$ cat config.mk
export PLATFORM = sky130hd
export DESIGN_NAME = crypto_sched
export DESIGN_NICKNAME = d
export VERILOG_FILES = /design/src/rtl/crypto_pkg.sv /design/src/rtl/crypto_rr_arb.sv /design/src/rtl/crypto_sched.sv
export SDC_FILE = /design/constraint.sdc
export NUM_CORES = 1
export LEC_CHECK = 0
export ABC_AREA = 1
export CAP_MARGIN = 5
export CORE_MARGIN = 2
export CORE_UTILIZATION = 41
export CTS_CLUSTER_DIAMETER = 150
export DETAILED_ROUTE_END_ITERATION = 8
export HOLD_SLACK_MARGIN = 0.08
export PLACE_DENSITY = 0.83
export SETUP_SLACK_MARGIN = 0.2
export SYNTH_ARGS = -nofsm -noshare
export SYNTH_HDL_FRONTEND = slang
export SYNTH_SLANG_ARGS = --single-unit
$ cat constraint.sdc
create_clock -name clk -period 2.9 [get_ports clk]
set_clock_uncertainty 0.15 [all_clocks]
set_input_delay 0.435 -clock clk [delete_from_list [all_inputs] [get_ports clk]]
set_output_delay 0.435 -clock clk [all_outputs]
set_load 0.005 [all_outputs]
$ cat src/rtl/crypto_pkg.sv
// crypto_pkg: shared constants and FSM state type for the crypto scheduler.
package crypto_pkg;
  localparam int BYTE_W      = 8;
  localparam int DEF_NUM_REQ = 4;
  localparam int DEF_LATENCY = 5;

  typedef enum logic [1:0] {
    IDLE  = 2'd0,
    RUN   = 2'd1,
    DRAIN = 2'd2
  } state_t;
endpackage

$ cat src/rtl/crypto_rr_arb.sv
// crypto_rr_arb: one-hot round-robin grant, searching upward from pointer+1.
module crypto_rr_arb #(
  parameter int N = 4
) (
  input  logic [N-1:0]         req,
  input  logic [$clog2(N)-1:0] pointer,
  output logic [N-1:0]         grant
);
  logic found;

  // Offset k=1 is the highest priority slot, k=N wraps back to pointer itself.
  always_comb begin
    grant = '0;
    found = 1'b0;
    for (int k = 1; k <= N; k++) begin
      for (int i = 0; i < N; i++) begin
        if (!found && req[i] && (i == ((int'(pointer) + k) % N))) begin
          grant[i] = 1'b1;
          found    = 1'b1;
        end
      end
    end
  end
endmodule

$ cat src/rtl/crypto_sched.sv
// crypto_sched: round-robin scheduler feeding one shared encryption pipeline.
// Optional per-requester byte counters are enabled by CRYPTO_SCHED_STATS_EN.
module crypto_sched
  import crypto_pkg::*;
#(
  parameter int NUM_REQ = DEF_NUM_REQ,
  parameter int LATENCY = DEF_LATENCY
) (
  input  logic                      clk,
  input  logic                      rst,
  input  logic                      en,
  input  logic [NUM_REQ-1:0]        req_valid,
  input  logic [NUM_REQ*BYTE_W-1:0] req_data,
  output logic [NUM_REQ-1:0]        req_ready,
  output logic [BYTE_W-1:0]         pipe_data_in,
  input  logic [BYTE_W-1:0]         pipe_data_out,
  output logic [NUM_REQ-1:0]        rsp_valid,
  output logic [BYTE_W-1:0]         rsp_data,
  output logic                      busy,
  output logic                      idle
`ifdef CRYPTO_SCHED_STATS_EN
  ,
  input  logic                      stat_clr,
  output logic [NUM_REQ*16-1:0]     stat_count
`endif
);
  localparam int IW = $clog2(NUM_REQ);

  state_t               state, next_state;
  logic [IW-1:0]        last_grant;
  logic [NUM_REQ-1:0]   grant;
  logic [LATENCY-1:0]   tag_valid;
  logic [IW-1:0]        tag_id [LATENCY];
  logic                 transfer;
  logic [IW-1:0]        grant_id;
  logic [BYTE_W-1:0]    grant_byte;
  logic [NUM_REQ-1:0]   rsp_next;

  crypto_rr_arb #(.N(NUM_REQ)) u_arb (
    .req     (req_valid),
    .pointer (last_grant),
    .grant   (grant)
  );

  always_ff @(posedge clk or negedge rst) begin
    if (!rst) state <= IDLE;
    else      state <= next_state;
  end

  // Grants are only exposed in RUN; DRAIN waits for the tag pipe to empty.
  always_comb begin
    next_state = state;
    req_ready  = '0;
    case (state)
      IDLE: if (en) next_state = RUN;
      RUN: begin
        req_ready = grant;
        if (!en) next_state = DRAIN;
      end
      DRAIN: begin
        if (en)        next_state = RUN;
        else if (!busy) next_state = IDLE;
      end
      default: next_state = IDLE;
    endcase
  end

  assign transfer = |(req_valid & req_ready);

  always_comb begin
    grant_id   = '0;
    grant_byte = '0;
    for (int i = 0; i < NUM_REQ; i++) begin
      if (req_ready[i]) begin
        grant_id   = IW'(i);
        grant_byte = req_data[i*BYTE_W +: BYTE_W];
      end
    end
  end

  always_comb begin
    rsp_next = '0;
    for (int i = 0; i < NUM_REQ; i++) begin
      rsp_next[i] = tag_valid[LATENCY-1] && (tag_id[LATENCY-1] == IW'(i));
    end
  end

  // The response strobe is registered off the last tag stage so it lines up
  // with pipe_data_out, which becomes valid LATENCY edges after acceptance.
  always_ff @(posedge clk or negedge rst) begin
    if (!rst) begin
      last_grant   <= IW'(NUM_REQ - 1);
      pipe_data_in <= '0;
      tag_valid    <= '0;
      rsp_valid    <= '0;
      for (int s = 0; s < LATENCY; s++) tag_id[s] <= '0;
    end else begin
      rsp_valid    <= rsp_next;
      tag_valid[0] <= transfer;
      tag_id[0]    <= grant_id;
      for (int s = 1; s < LATENCY; s++) begin
        tag_valid[s] <= tag_valid[s-1];
        tag_id[s]    <= tag_id[s-1];
      end
      pipe_data_in <= transfer ? grant_byte : '0;
      if (transfer) last_grant <= grant_id;
    end
  end

  assign rsp_data = pipe_data_out;
  assign busy     = |tag_valid;
  assign idle     = (state == IDLE);

`ifdef CRYPTO_SCHED_STATS_EN
  logic [15:0] stat_cnt [NUM_REQ];

  // Clear wins over a same-cycle transfer; counts saturate at 16'hFFFF.
  always_ff @(posedge clk or negedge rst) begin
    if (!rst) begin
      for (int i = 0; i < NUM_REQ; i++) stat_cnt[i] <= '0;
    end else if (stat_clr) begin
      for (int i = 0; i < NUM_REQ; i++) stat_cnt[i] <= '0;
    end else begin
      for (int i = 0; i < NUM_REQ; i++) begin
        if (req_valid[i] && req_ready[i] && (stat_cnt[i] != 16'hFFFF))
          stat_cnt[i] <= stat_cnt[i] + 16'd1;
      end
    end
  end

  for (genvar g = 0; g < NUM_REQ; g++) begin : g_stat
    assign stat_count[g*16 +: 16] = stat_cnt[g];
  end
`endif
endmodule

Word level (Yosys, flattened, before mapping)
Cells that the tools add are included.
Word-level totals
  bits in registers: 31
  input port bits: 47
  logic and storage cells: 146
Cells by class
  add/sub/neg operators: 4
  equal/unequal tests: 20
  mux-type cells: 44
  bitwise gates (word level): 5
  reduce and logical (&&, ||, !) cells: 63
Operators with widths (count)
  32-bit zero test: 4
  8-bit 2-to-1 mux: 5
  1-bit logical AND: 35
  1-bit 2-to-1 mux: 31
  3-bit equality test (first input constant): 8
  1-bit zero test: 15
  2-bit by 3-bit equality test with 1-bit output (first input constant): 4
  2-bit 2-to-1 mux: 6
  2-bit OR reduction: 4
  2-bit equality test (second input constant): 3
  2-bit one-hot mux with 3 select lines: 1
  5-bit OR reduction: 1
  2-bit by 1-bit adder with 2-bit output (second input constant): 2
  2-bit adder (second input constant): 2
  1-bit AND (first input constant): 4
  4-bit AND: 1
  2-bit by 1-bit equality test with 1-bit output (second input constant): 2
  2-bit zero test: 2
  4-bit 2-to-1 mux: 1
  2-bit inequality test (second input constant): 2
  4-bit OR reduction: 1
  3-bit inequality test (second input constant): 1
  3-bit AND reduction: 1

Logic depth before layout (Yosys ltp)
Gate-level depths: netlist of the first run.
  word-level depth: 72
  gate-level depth with buffers: 17

Hierarchy
A second synthesis of the first run with hierarchy kept.
Second synthesis, totals
  cells, all modules: 239
  area, all modules: 1833.0 µm²
Modules (own cells, without submodules)
  crypto_sched: times used 1, cells an instance 187, area an instance 1545.2 µm²
  crypto_rr_arb: times used 1, cells an instance 52, area an instance 287.8 µm²

Worst setup path after synthesis of the first run
No wires, ideal clock.
  path kind: register -> output
  start: register last_grant[0]
  end: output req_ready[3]
  arrival time: 1.821 ns
  required time: 2.315 ns
  path slack: 0.494 ns
  cell stages (with the launch flop): 15
  path buffers: 2
  cell sequence: dfstp_2 buf_2 nor2_2 nand2_2 nand3_2 nor2_2 nand4_2 nor2_4 nand4_4 nor2_4 nand4_1 nand2_1 nand2_1 buf_4 inv_2
Between the ends
  longest elaborated chain between the ends: 67
RTL lines
  start, declared: line crypto_sched.sv:30  | logic [IW-1:0] last_grant;
  start signal, assigned: line crypto_sched.sv:92  | last_grant <= IW'(NUM_REQ - 1);
  start signal, assigned: line crypto_sched.sv:106  | if (transfer) last_grant <= grant_id;
  2-bit by 1-bit adder with 2-bit output: line crypto_rr_arb.sv:17  | if (!found && req[i] && (i == ((int'(pointer) + k) % N))) begin
  2-bit OR reduction (no source line)
  1-bit AND (no source line)
  32-bit zero test: line crypto_rr_arb.sv:17
  1-bit logical AND: line crypto_rr_arb.sv:17
  1-bit 2-to-1 mux: line crypto_rr_arb.sv:17
  1-bit zero test: line crypto_rr_arb.sv:17
  1-bit logical AND (2 in a row): line crypto_rr_arb.sv:17
  [48 not listed]
  1-bit 2-to-1 mux: line crypto_rr_arb.sv:17
  1-bit zero test: line crypto_rr_arb.sv:17
  1-bit logical AND (2 in a row): line crypto_rr_arb.sv:17
  1-bit 2-to-1 mux: line crypto_rr_arb.sv:17
  1-bit zero test: line crypto_rr_arb.sv:17
  1-bit logical AND (2 in a row): line crypto_rr_arb.sv:17
  1-bit 2-to-1 mux *: line crypto_rr_arb.sv:17
  4-bit 2-to-1 mux *: line crypto_sched.sv:54  | case (state)
  end, declared: line crypto_sched.sv:14  | output logic [NUM_REQ-1:0] req_ready,
Mark *: on every way between the ends. The rest lies on a longest branch, timed or not.

Worst setup path in the final report of the first run
  start: register last_grant[1]
  end: output req_ready[0]
Between the ends
  longest elaborated chain between the ends: 55
RTL lines (line)
  2-bit by 1-bit adder with 2-bit output: crypto_rr_arb.sv:17
  2-bit OR reduction (no source line)
  1-bit AND (no source line)
  32-bit zero test: crypto_rr_arb.sv:17
  1-bit logical AND: crypto_rr_arb.sv:17
  1-bit 2-to-1 mux: crypto_rr_arb.sv:17
  1-bit zero test: crypto_rr_arb.sv:17
  1-bit logical AND (2 in a row): crypto_rr_arb.sv:17
  [36 not listed]
  1-bit 2-to-1 mux: crypto_rr_arb.sv:17
  1-bit zero test: crypto_rr_arb.sv:17
  1-bit logical AND (2 in a row): crypto_rr_arb.sv:17
  1-bit 2-to-1 mux: crypto_rr_arb.sv:17
  1-bit zero test: crypto_rr_arb.sv:17
  1-bit logical AND (2 in a row): crypto_rr_arb.sv:17
  1-bit 2-to-1 mux *: crypto_rr_arb.sv:17
  4-bit 2-to-1 mux *: crypto_sched.sv:54
Marked as above.

==> summary.md, run 1 <==
| Metric | Value |
|---|---|
| Worst min path class | reg2reg |
| Clk slew on worst S/H paths | 0.06 ns |
| Worst-path fanout max | 4 |
| RSZ-0062 raised after global routing | yes |
| Routed WL | 4295 um |
| Crit-path slowest cell | dfstp_2 |
| First-pass GRT wire length | 7169 um |
| Top FF cell, synth | dfrtp_1 |
| XOR/XNOR Fraction of Synth Area | 0 |
| Number of vias per cell | 4.821 |
| DRT Pass-1 Iters | 4 |
| DP HPWL | 2839 um |
| Worst Path Arrival | 2.31 ns |
| Synth Warn # | 0 |
| Adder-cell area share of the yosys netlist | 0 |
| Sw frac | 0.3668 |
| Final #Nets | 328 |
| CP bufs+invs | 6 |
| Mux cell area share after synthesis | 0 |
| Setup crit start kind | register |
| Switching power | 0.8210 mW |
| Leading post-synthesis cells by cell area | dfrtp_1 45%, nand2_1 9.4%, nand3_1 6.9% |
| Crit end category | primary output |
| Clock power frac | 0.154 |
| CP required | 2.32 ns |
| Total power per unit cell area | 876.8 mW/mm2 |
| Multi-input gate area | 680.7 um2 |
| CTS Hold Bufs | 0 |
| Num CTS Buffers | 5 |
| Leak pwr | 1.292 nW |
| Setup_tns | 0 ns |
| Antenna fix cells | 0 |
| GRT overflow | 0 |
| Layout cell share with drive strength beyond 1 | 0.2943 |
| Overall Global Routing Usage | 0.2177 |
| Post-Syn Area | 0.001600 mm2 |
| Min Tclk post-route | 2.896 ns |
| Comb pwr share | 0.542 |
| Critical Path, Cell by Cell | inv_2 -> nor2_2 -> inv_2 -> nor2_2 -> nor2_2 -> nand4_2 -> nor2_4 -> buf_4 -> buf_4 -> a31oi_1 -> nand2_1 -> nand2_1 -> inv_2 -> clkdlybuf4s15_2 |
| Compound-Gate Fraction of Synth Area | 0.03127 |
| Fin crit share | 0.9988 |
| Clock Root Buffer | clkbuf_8 |
| Status | complete, no violations |
| Synth Area per Inst | 8.249 um2 |
| Largest net degree at the start of global routing | 32 |
| Cell internal pwr | 1.417 mW |
| Most frequent cell after synthesis | nand2_1 |
| # setup viols final | 0 |
| Seq. cell area | 778.2 um2 |
| Final slew viol count | 0 |
| # Max-Cap Violations | 0 |
| Seq cells post-synth | 31 |
| Number of global-route vias before repair | 1635 |
| Cell taking the most area after synthesis | dfrtp_1 |
| DRT iter0 DRCs | 113 |
| Worst Setup SP | last_grant[1]$_DFFE_PN1P_ |
| Simple-gate share of the synthesized area | 0.3800 |
| Fmax | 345.3 MHz |
| VDD IR max | 0.5007 mV |
| Slew HR | 0.7474 |
| TritonCTS Sinks | 31 |
| Top-Level Pins | 73 |
| IO Port Bufs | 56 |
| Final Hold Vio Count | 0 |
| Syn Inst Count | 194 |
| # fillers | 286 |
| Reg power frac | 0.304 |
| Deepest clock path buffer count | 2 |
| Largest family of logic cells by synthesized area | simple AND/OR/NAND/NOR gates |
| Unique cell type count in the Yosys netlist | 27 |
| CTS tree | built |
| Worst Setup Path Type | reg2out |
| Area of the core | 0.003716 mm2 |
| Vias post-DR | 1591 |
| Sequential element share of the synthesized area | 0.4863 |
| Hold Crit Start | tag_id[9]$_DFF_PN0_ |
| Crit path max-delay family | simple AND/OR/NAND/NOR gates |
| Antenna violations before repair | 0 |
| Reg-to-reg critical path startpoint | last_grant[0]$_DFFE_PN1P_ |
| Slew @ Worst Pin | 0.3789 ns |
| Syn nets | 241 |
| Initial Utilization | 0.4306 |
| Die X-Extent | 66.48 um |
| # DRC | 0 |
| Die area | 0.004419 mm2 |
| P&R area growth vs syn | 59.50% |
| Synth cell count leaders | 40 x nand2_1, 29 x dfrtp_1, 22 x nand3_1, 22 x nor2_1, 15 x inv_1 |
| Yosys top cell area share | 0.4535 |
| CP max stage delay | 0.57 ns |
| Async SR Flop Fraction | 1.000 |
| Post-synth EDFFs | 0 |
| Rows | 22 |
| H-tree Lvls | 2 |
| Routed wire length per instance | 13.02 um |
| Worst-Skew Late Latency | 0.28 ns |
| Power, Total | 2.238 mW |
| Post-DRT Antenna Nets | 0 |
| Die Span Y | 66.48 um |
| Gp weighted congestion | 0.9494 |
-- registers in the layout, summed over array words and instances (netlist names) --
name and count:
tag_valid 5, state 2, pipe_data_in 8, tag_id 10, last_grant 2, rsp_valid 4
-- per-layer routing --
layer | up-vias | routed length [um] | global-route usage | part of all wire
met4 | 0 | 91 | 0.07908 | 0.021
met2 | 61 | 2298 | 0.3838 | 0.54
li1 | 791 | - | - | -
met3 | 13 | 282 | 0.06588 | 0.066
met1 | 726 | 1623 | 0.2470 | 0.38
met5 | - | 0 | 0 | 0
-- timing repair --
action / CTS / global route
resized for setup: 23 / 8
setup endpoints to repair: 4 / 16
pin swaps: 10 / 6
setup buffers: 22 / 1
-- kinds of logic (layout without fill, tap and decap cells) --
family	Yosys count	count (layout)
buffers and inverters	34	122
flip-flops	31	31
AO/OA/AOI/OAI	8	8
AND/OR/NAND/NOR	121	121
-- power by group through the flow --
stage                     Sequential [mW]  Combinational [mW]  Clock, mW
after floorplan                     0.666               0.567          0
after global placement              0.686               0.903          0
after detailed placement            0.700               0.919          0
after CTS                           0.684                1.17      0.355
after global routing                0.701                1.34      0.373
final                               0.681                1.21      0.344
-- area by class of cell --
| class | instances | area share |
|---|---|---|
| repair buffers | 93 | 0.3382 |
| well taps | 48 | 0.02353 |
| clock inverters | 1 | 0.001961 |
| multi-input cells | 129 | 0.2667 |
| flip-flops and latches | 31 | 0.3049 |
| clock buffers | 7 | 0.03382 |
| inverters | 21 | 0.03088 |
-- final timing paths --
path                            cells after the start  slack [ns]                   endpoint
worst min register to register                      0        0.20        tag_id[7]$_DFF_PN0_
worst max-delay path                               14       0.004               req_ready[0]
max in group asynchronous                           2        1.89  last_grant[1]$_DFFE_PN1P_
worst min-delay path                                0        0.20        tag_id[7]$_DFF_PN0_
min in group asynchronous                           2        0.39     rsp_valid[1]$_DFF_PN0_
worst max register to register                     20        0.14  last_grant[1]$_DFFE_PN1P_
-- worst register-to-register path, cell delays in order (launching register included) --
cell,delay (ns)
dfstp_2,0.60
nor2_4,0.07
nand2_2,0.08
nand3_2,0.09
nor2_2,0.10
nand4_2,0.12
nor2_4,0.14
nand4_4,0.10
nor2_4,0.11
buf_6,0.11
buf_6,0.08
nand4_1,0.09
nand2_2,0.10
nand2_2,0.07
buf_6,0.12
buf_6,0.10
buf_6,0.10
buf_6,0.10
buf_6,0.11
nand2_4,0.06
o21a_1,0.11
-- metrics by stage --
step	area [um2]	cells	hold WS [ns]	setup WS [ns]	utilization
global placement	2241	299	0.1830	-0.1678	0.6030
floorplan	1600	194	-0.01059	0.4941	-
global route	2552	330	0.2098	-0.1129	0.6869
CTS	2516	329	0.2008	-0.002604	0.6771
finish	2552	330	0.1987	0.003615	0.6869
detailed placement	2241	299	0.1864	-0.2118	0.6030
-- placed cells by master, fill, tap and decap left out, types with 4 or more instances in the layout --
| master | synthesis | routed |
|---|---|---|
| nor3_1 | 5 | 5 |
| buf_4 | 9 | 28 |
| inv_2 | 5 | 7 |
| nand4_1 | 7 | 7 |
| buf_6 | 0 | 9 |
| nand3_2 | 2 | 4 |
| clkdlybuf4s50_1 | 0 | 51 |
| clkbuf_8 | 0 | 6 |
| nor2_2 | 12 | 11 |
| nor2_1 | 22 | 22 |
| dfrtp_1 | 29 | 29 |
| nand3_1 | 22 | 20 |
| inv_1 | 15 | 13 |
| nand2_1 | 40 | 39 |
| nand2_2 | 5 | 5 |
Note: power is estimated with default switching activity, not from simulation.
==> run 2: changes to the inputs <==
--- a/config.mk
+++ b/config.mk
@@ -7,12 +7,14 @@
 export LEC_CHECK = 0
 export ABC_AREA = 1
 export CAP_MARGIN = 5
+export CELL_PAD_IN_SITES_DETAIL_PLACEMENT = 1
+export CELL_PAD_IN_SITES_GLOBAL_PLACEMENT = 2
 export CORE_MARGIN = 2
-export CORE_UTILIZATION = 41
+export CORE_UTILIZATION = 22
 export CTS_CLUSTER_DIAMETER = 150
 export DETAILED_ROUTE_END_ITERATION = 8
 export HOLD_SLACK_MARGIN = 0.08
-export PLACE_DENSITY = 0.83
+export PLACE_DENSITY = 0.82
 export SETUP_SLACK_MARGIN = 0.2
 export SYNTH_ARGS = -nofsm -noshare
 export SYNTH_HDL_FRONTEND = slang
==> run 2 against run 1 <==
- final area increased by 2.2%
- register-to-register slack is essentially flat
- hold slack better by 0.0026 ns
- sequential cell count unchanged
- via count fell by 1.4%
- critical path type is now in2out
- worst setup slack improved by 0.079 ns
- clock power about the same
- non-clock buffer count shrank 7
- die area increased by 80%
- critical endpoint is now req_ready[1]
- cell count grew 13%
- sequential power is 0.9% higher
==> summary.md, run 2 (same netlist as run 1, synthesis figures left out) <==
| Metric | Value |
|---|---|
| Status | complete, no violations |
| Worst min path class | reg2reg |
| GRT overflow | 0 (unchanged) |
| Routed WL | 4807 um (+12%) |
| Placed insts | 353 (+18%) |
| VDD IR max | 0.2015 mV (-60%) |
| Cell internal pwr | 1.411 mW (-0.40%) |
| Area of the core | 0.007137 mm2 (+92%) |
| Post-DRT Antenna Nets | 0 (unchanged) |
| Total power per unit cell area | 879.8 mW/mm2 (+0.34%) |
| Final slew viol count | 0 (unchanged) |
| Multi-input gate area | 732.0 um2 (+7.5%) |
| Die X-Extent | 89.29 um (+34%) |
| Number of global-route vias before repair | 1592 (-2.6%) |
| DRT Pass-1 Iters | 4 (unchanged) |
| Overall Global Routing Usage | 0.1286 (-0.08906) |
| Fmax | 355.0 MHz (+2.8%) |
| First-pass GRT wire length | 7728 um (+7.8%) |
| Top-Level Pins | 73 (unchanged) |
| Deepest clock path buffer count | 2 (unchanged) |
| Reg power frac | 0.299 (-0.005) |
| CTS tree | built |
| H-tree Lvls | 2 (unchanged) |
| # setup viols final | 0 (unchanged) |
| TritonCTS Sinks | 31 (unchanged) |
| Worst Setup Path Type | in2out |
| Most common cell after layout, fill and taps aside | clkdlybuf4s50_1 |
| Clock Root Buffer | clkbuf_8 |
| Most frequent cells in the layout | 52 x clkdlybuf4s50_1, 37 x nand2_1, 29 x dfrtp_1 |
| DP HPWL | 3690 um (+30%) |
| Max FFs per register | 10 (unchanged) |
| Slew HR | 0.6624 (-0.08498) |
| Worst-path fanout max | 4 (unchanged) |
| # Max-Cap Violations | 0 (unchanged) |
| # DRC | 0 (unchanged) |
| Num CTS Buffers | 5 (unchanged) |
| Routed wire length per instance | 12.85 um (-1.2%) |
| Non-Filler Instances | 374 (+13%) |
| Rows | 31 (+41%) |
| DRT iter0 DRCs | 43 (-62%) |
| Antenna violations before repair | 0 (unchanged) |
| Slew @ Worst Pin | 0.5045 ns (+0.1256 ns) |
| Vias post-DR | 1568 (-1.4%) |
| Gp weighted congestion | 0.8052 (-15%) |
| Worst Path Arrival | 2.23 ns (-0.08 ns) |
| Worst-Skew Late Latency | 0.28 ns (about the same) |
| Leak pwr | 1.275 nW (-1.4%) |
| Final Hold Vio Count | 0 (unchanged) |
| Comb pwr share | 0.552 (+0.010) |
| Seq. cell area | 778.2 um2 (unchanged) |
| Layout cell share with drive strength beyond 1 | 0.3055 (+0.01113) |
| Fin crit share | 0.9714 (-0.02733) |
| Die area | 0.007972 mm2 (+80%) |
| Setup_tns | 0 ns (unchanged) |
| Largest net degree at the start of global routing | 32 (unchanged) |
| Final #Nets | 321 (-2.1%) |
| Sw frac | 0.3848 (+0.01795) |
| Setup crit start kind | input port |
| P&R area growth vs syn | 62.94% |
| CP required | 2.32 ns (about the same) |
| Antenna fix cells | 0 (unchanged) |
| # fillers | 871 (+200%) |
| Clock power frac | 0.149 (-0.005) |
| Min Tclk post-route | 2.817 ns (-0.07925 ns) |
| Initial Utilization | 0.2242 (-0.2064) |
| Clk slew on worst S/H paths | 0.06 ns (about the same) |
| Number of vias per cell | 4.193 (-13%) |
| RSZ-0062 raised after global routing | yes |
| Switching power | 0.8827 mW (+7.5%) |
| IO Port Bufs | 56 (unchanged) |
| Crit end category | primary output |
| Finished Core Util | 0.3654 (-0.3215) |
| Biggest register | tag_id |
| Regs by FF count | tag_id (10), pipe_data_in (8), tag_valid (5) |
| Die Span Y | 89.29 um (+34%) |
-- run 2: repair_timing --
action	4_1_cts	5_1_grt
hold buffers	0	0
setup buffers	12	1
setup endpoints to repair	4	16
pin swaps	12	13
resized for setup	30	14
endpoints found under the hold margin	0	0
-- run 2: power by group through the flow --
stage,Combinational [mW],Clock (mW),Sequential [mW]
2_1_floorplan,0.567,0,0.666
3_3_place_gp,1.02,0,0.684
3_5_place_dp,1.04,0,0.690
4_1_cts,1.20,0.357,0.687
5_1_grt,1.41,0.371,0.706
6_report,1.27,0.341,0.687
-- run 2: final timing paths --
path	start	end	slack, ns	cells past startpoint
worst max register to register	last_grant[0]$_DFFE_PN1P_	pipe_data_in[5]$_DFF_PN0_	0.15	18
worst min register to register	tag_id[7]$_DFF_PN0_	tag_id[5]$_DFF_PN0_	0.20	0
worst max-delay path	req_valid[2]	req_ready[1]	0.08	14
min in group asynchronous	rst	state[1]$_DFFE_PN0P_	0.41	2
worst min-delay path	tag_id[7]$_DFF_PN0_	tag_id[5]$_DFF_PN0_	0.20	0
max in group asynchronous	rst	last_grant[0]$_DFFE_PN1P_	1.88	2
-- run 2: critical path, stage by stage --
cell and delay, ns:
clkdlybuf4s50_1 0.46, nand3_4 0.11, nand3_2 0.09, nor2_2 0.09
nand4_2 0.13, nor2_4 0.16, nand4_4 0.12, nor2_4 0.15
buf_6 0.11, nand3_2 0.06, nand2_2 0.08, nand2_2 0.05
inv_2 0.09, buf_6 0.09
-- run 2: area by class of cell --
cell class,instances,area share
timing repair buffer,86,0.3071
sequential,31,0.2985
multi-input combinational,129,0.2807
tap,99,0.04750
clock buffer,7,0.03311
inverter,21,0.03119
clock inverter,1,0.001919
-- run 2: per-layer routing --
layer,global-route usage,wire (um),vias up
li1,-,-,773
met1,0.1764,2182,752
met2,0.2034,2406,38
met3,0.02585,182,5
met4,0.04206,36,0
met5,0,0,-
-- run 2: per-stage QoR --
step	power, mW	instance area, um2	worst slack, ns	hold WS, ns
3_5_place_dp	1.730	2327	-0.3088	0.1865
2_1_floorplan	1.232	1600	0.4941	-0.01059
4_1_cts	2.247	2547	-0.002873	0.2029
6_report	2.294	2608	0.08286	0.2013
3_3_place_gp	1.702	2327	-0.2411	0.1826
5_1_grt	2.491	2608	-0.08007	0.2037
==> run 3: changes to the inputs <==
--- a/config.mk
+++ b/config.mk
@@ -9,7 +9,6 @@
 export CAP_MARGIN = 5
 export CELL_PAD_IN_SITES_DETAIL_PLACEMENT = 1
 export CELL_PAD_IN_SITES_GLOBAL_PLACEMENT = 2
-export CORE_MARGIN = 2
 export CORE_UTILIZATION = 22
 export CTS_CLUSTER_DIAMETER = 150
 export DETAILED_ROUTE_END_ITERATION = 8
==> run 3 against run 2 <==
- worst setup slack worse by 0.069 ns
- via count up 0.57%
- critical path depth up 2
- cell count up 0.80%
- critical endpoint is now req_ready[2]
- largest cell class unchanged
==> summary.md, run 3 (same netlist as run 1, synthesis figures left out) <==
| Metric | Value |
|---|---|
| Worst Setup Path Type | reg2out |
| Biggest register | tag_id |
| IO Port Bufs | 56 (unchanged) |
| P&R area growth vs syn | 69.12% |
| Area of the core | 0.006907 mm2 (-3.2%) |
| Setup_tns | 0 ns (unchanged) |
| GRT overflow | 0 (unchanged) |
| VDD IR max | 0.2277 mV (+13%) |
| Final #Nets | 327 (+1.9%) |
| Num CTS Buffers | 5 (unchanged) |
| H-tree Lvls | 2 (unchanged) |
| Fmax | 346.5 MHz (-2.4%) |
| Leak pwr | 1.317 nW (+3.4%) |
| Min Tclk post-route | 2.886 ns (+0.06879 ns) |
| Worst Path Arrival | 2.30 ns (+0.07 ns) |
| Total power per unit cell area | 932.1 mW/mm2 (+5.9%) |
| # DRC | 0 (unchanged) |
| Die area | 0.007619 mm2 (-4.4%) |
| Top-Level Pins | 73 (unchanged) |
| Slew HR | 0.7625 (+0.1001) |
| DRT Pass-1 Iters | 2 (-2) |
| Final Hold Vio Count | 0 (unchanged) |
| Initial Utilization | 0.2317 (+0.007474) |
| Rows | 30 (-3.2%) |
| Overall Global Routing Usage | 0.1283 (-0.0003347) |
| Die X-Extent | 87.29 um (-2.2%) |
| # setup viols final | 0 (unchanged) |
| RSZ-0062 raised after global routing | yes |
| Most frequent cells in the layout | 52 x clkdlybuf4s50_1, 32 x nand2_1, 31 x buf_4 |
| Worst-path fanout max | 6 (+2) |
| Largest net degree at the start of global routing | 32 (unchanged) |
| Clk slew on worst S/H paths | 0.06 ns (about the same) |
| CP required | 2.32 ns (about the same) |
| First-pass GRT wire length | 7286 um (-5.7%) |
| Setup crit start kind | register |
| Slew @ Worst Pin | 0.3535 ns (-0.1510 ns) |
| Worst-Skew Late Latency | 0.28 ns (about the same) |
| Gp weighted congestion | 0.8659 (+7.5%) |
| Vias post-DR | 1577 (+0.57%) |
| Antenna fix cells | 0 (unchanged) |
| Routed wire length per instance | 12.95 um (+0.73%) |
| DP HPWL | 3480 um (-5.7%) |
| Deepest clock path buffer count | 2 (unchanged) |
| Most common cell after layout, fill and taps aside | clkdlybuf4s50_1 |
| Worst Hold Depth | 0 (unchanged) |
| Status | complete, no violations |
| Max FFs per register | 10 (unchanged) |
| Fin crit share | 0.9951 (+0.02372) |
| Number of global-route vias before repair | 1526 (-4.1%) |
| Worst min path class | reg2reg |
| Layout cell share with drive strength beyond 1 | 0.3488 (+0.04330) |
| DRT iter0 DRCs | 80 (+86%) |
| Routed WL | 4881 um (+1.5%) |
| Final slew viol count | 0 (unchanged) |
| Crit end category | primary output |
| Antenna violations before repair | 0 (unchanged) |
| Clock Root Buffer | clkbuf_8 |
| CTS tree | built |
| Number of vias per cell | 4.183 (-0.23%) |
| Placed insts | 350 (-0.85%) |
| TritonCTS Sinks | 31 (unchanged) |
| # Max-Cap Violations | 0 (unchanged) |
| Die Span Y | 87.29 um (-2.2%) |
| Non-Filler Instances | 377 (+0.80%) |
| Number of cells on the worst reg-to-reg path | 21 (+3) |
| Regs by FF count | tag_id (10), pipe_data_in (8), tag_valid (5) |
| Post-DRT Antenna Nets | 0 (unchanged) |
-- run 3: cell types whose count changed in the layout (fill, tap and decap cells not counted), sizes merged --
cell    before  now
buf         34   40
bufinv       0    1
clkbuf       7    6
-- run 3: final timing paths --
kind	from	endpoint	slack, ns
setup reg to reg	last_grant[1]$_DFFE_PN1P_	pipe_data_in[1]$_DFF_PN0_	0.21
max in group asynchronous	rst	last_grant[1]$_DFFE_PN1P_	1.89
min in group asynchronous	rst	tag_id[1]$_DFF_PN0_	0.39
hold / removal	tag_id[5]$_DFF_PN0_	tag_id[3]$_DFF_PN0_	0.20
hold reg to reg	tag_id[5]$_DFF_PN0_	tag_id[3]$_DFF_PN0_	0.20
setup / recovery	last_grant[1]$_DFFE_PN1P_	req_ready[2]	0.01
-- run 3: what timing repair did --
item	in CTS	in global routing
setup endpoints to repair	4	15
resized for setup	27	27
buffers inserted	12	7
hold buffers	0	0
pin swaps	7	17
-- run 3: area by class of cell --
| type | count | area (um2) |
|---|---|---|
| timing repair buffer | 92 | 852.1 |
| inverter | 21 | 81.33 |
| sequential | 31 | 778.2 |
| multi-input combinational | 129 | 757.0 |
| clock inverter | 2 | 35.03 |
| tap | 96 | 120.1 |
| fill | 838 | 4200 |
| clock buffer | 6 | 82.58 |
-- run 3: power by group --
group	internal, mW	switching (mW)	total [mW]
Combinational	0.723	0.676	1.40
Sequential	0.603	0.0907	0.694
Clock	0.278	0.152	0.430
Total	1.60	0.920	2.52
-- run 3: metrics by stage --
step           power (mW)  utilization  worst slack (ns)  instance area [um2]  hold WS (ns)
3_3_place_gp        1.685       0.3364           -0.2238                 2323        0.1854
5_1_grt             2.701       0.3918           -0.1327                 2706        0.2109
6_report            2.523       0.3918           0.01407                 2706        0.2014
4_1_cts             2.347       0.3701          -0.03283                 2556        0.2071
3_5_place_dp        1.704       0.3364           -0.2491                 2323        0.1903
2_1_floorplan       1.232            -            0.4941                 1600      -0.01059
-- run 3: critical path, cell delays in order (launching register included) --
cell     delay, ns
dfstp_2       0.63
inv_4         0.07
nor2_4        0.15
inv_2         0.07
nor2_4        0.15
nor2_4        0.06
nand4_4       0.07
nor2_4        0.05
buf_4         0.15
buf_4         0.12
nand4_1       0.08
nand3_2       0.08
inv_2         0.07
nand2_2       0.05
nand2_2       0.08
inv_2         0.03
buf_2         0.11
-- run 3: routing by layer --
metal | GRT usage | wire, um | up-vias
met5 | 0 | 0 | -
met4 | 0.06110 | 95 | 0
met3 | 0.02370 | 171 | 9
met2 | 0.2081 | 2525 | 34
met1 | 0.1642 | 2089 | 753
li1 | - | - | 781
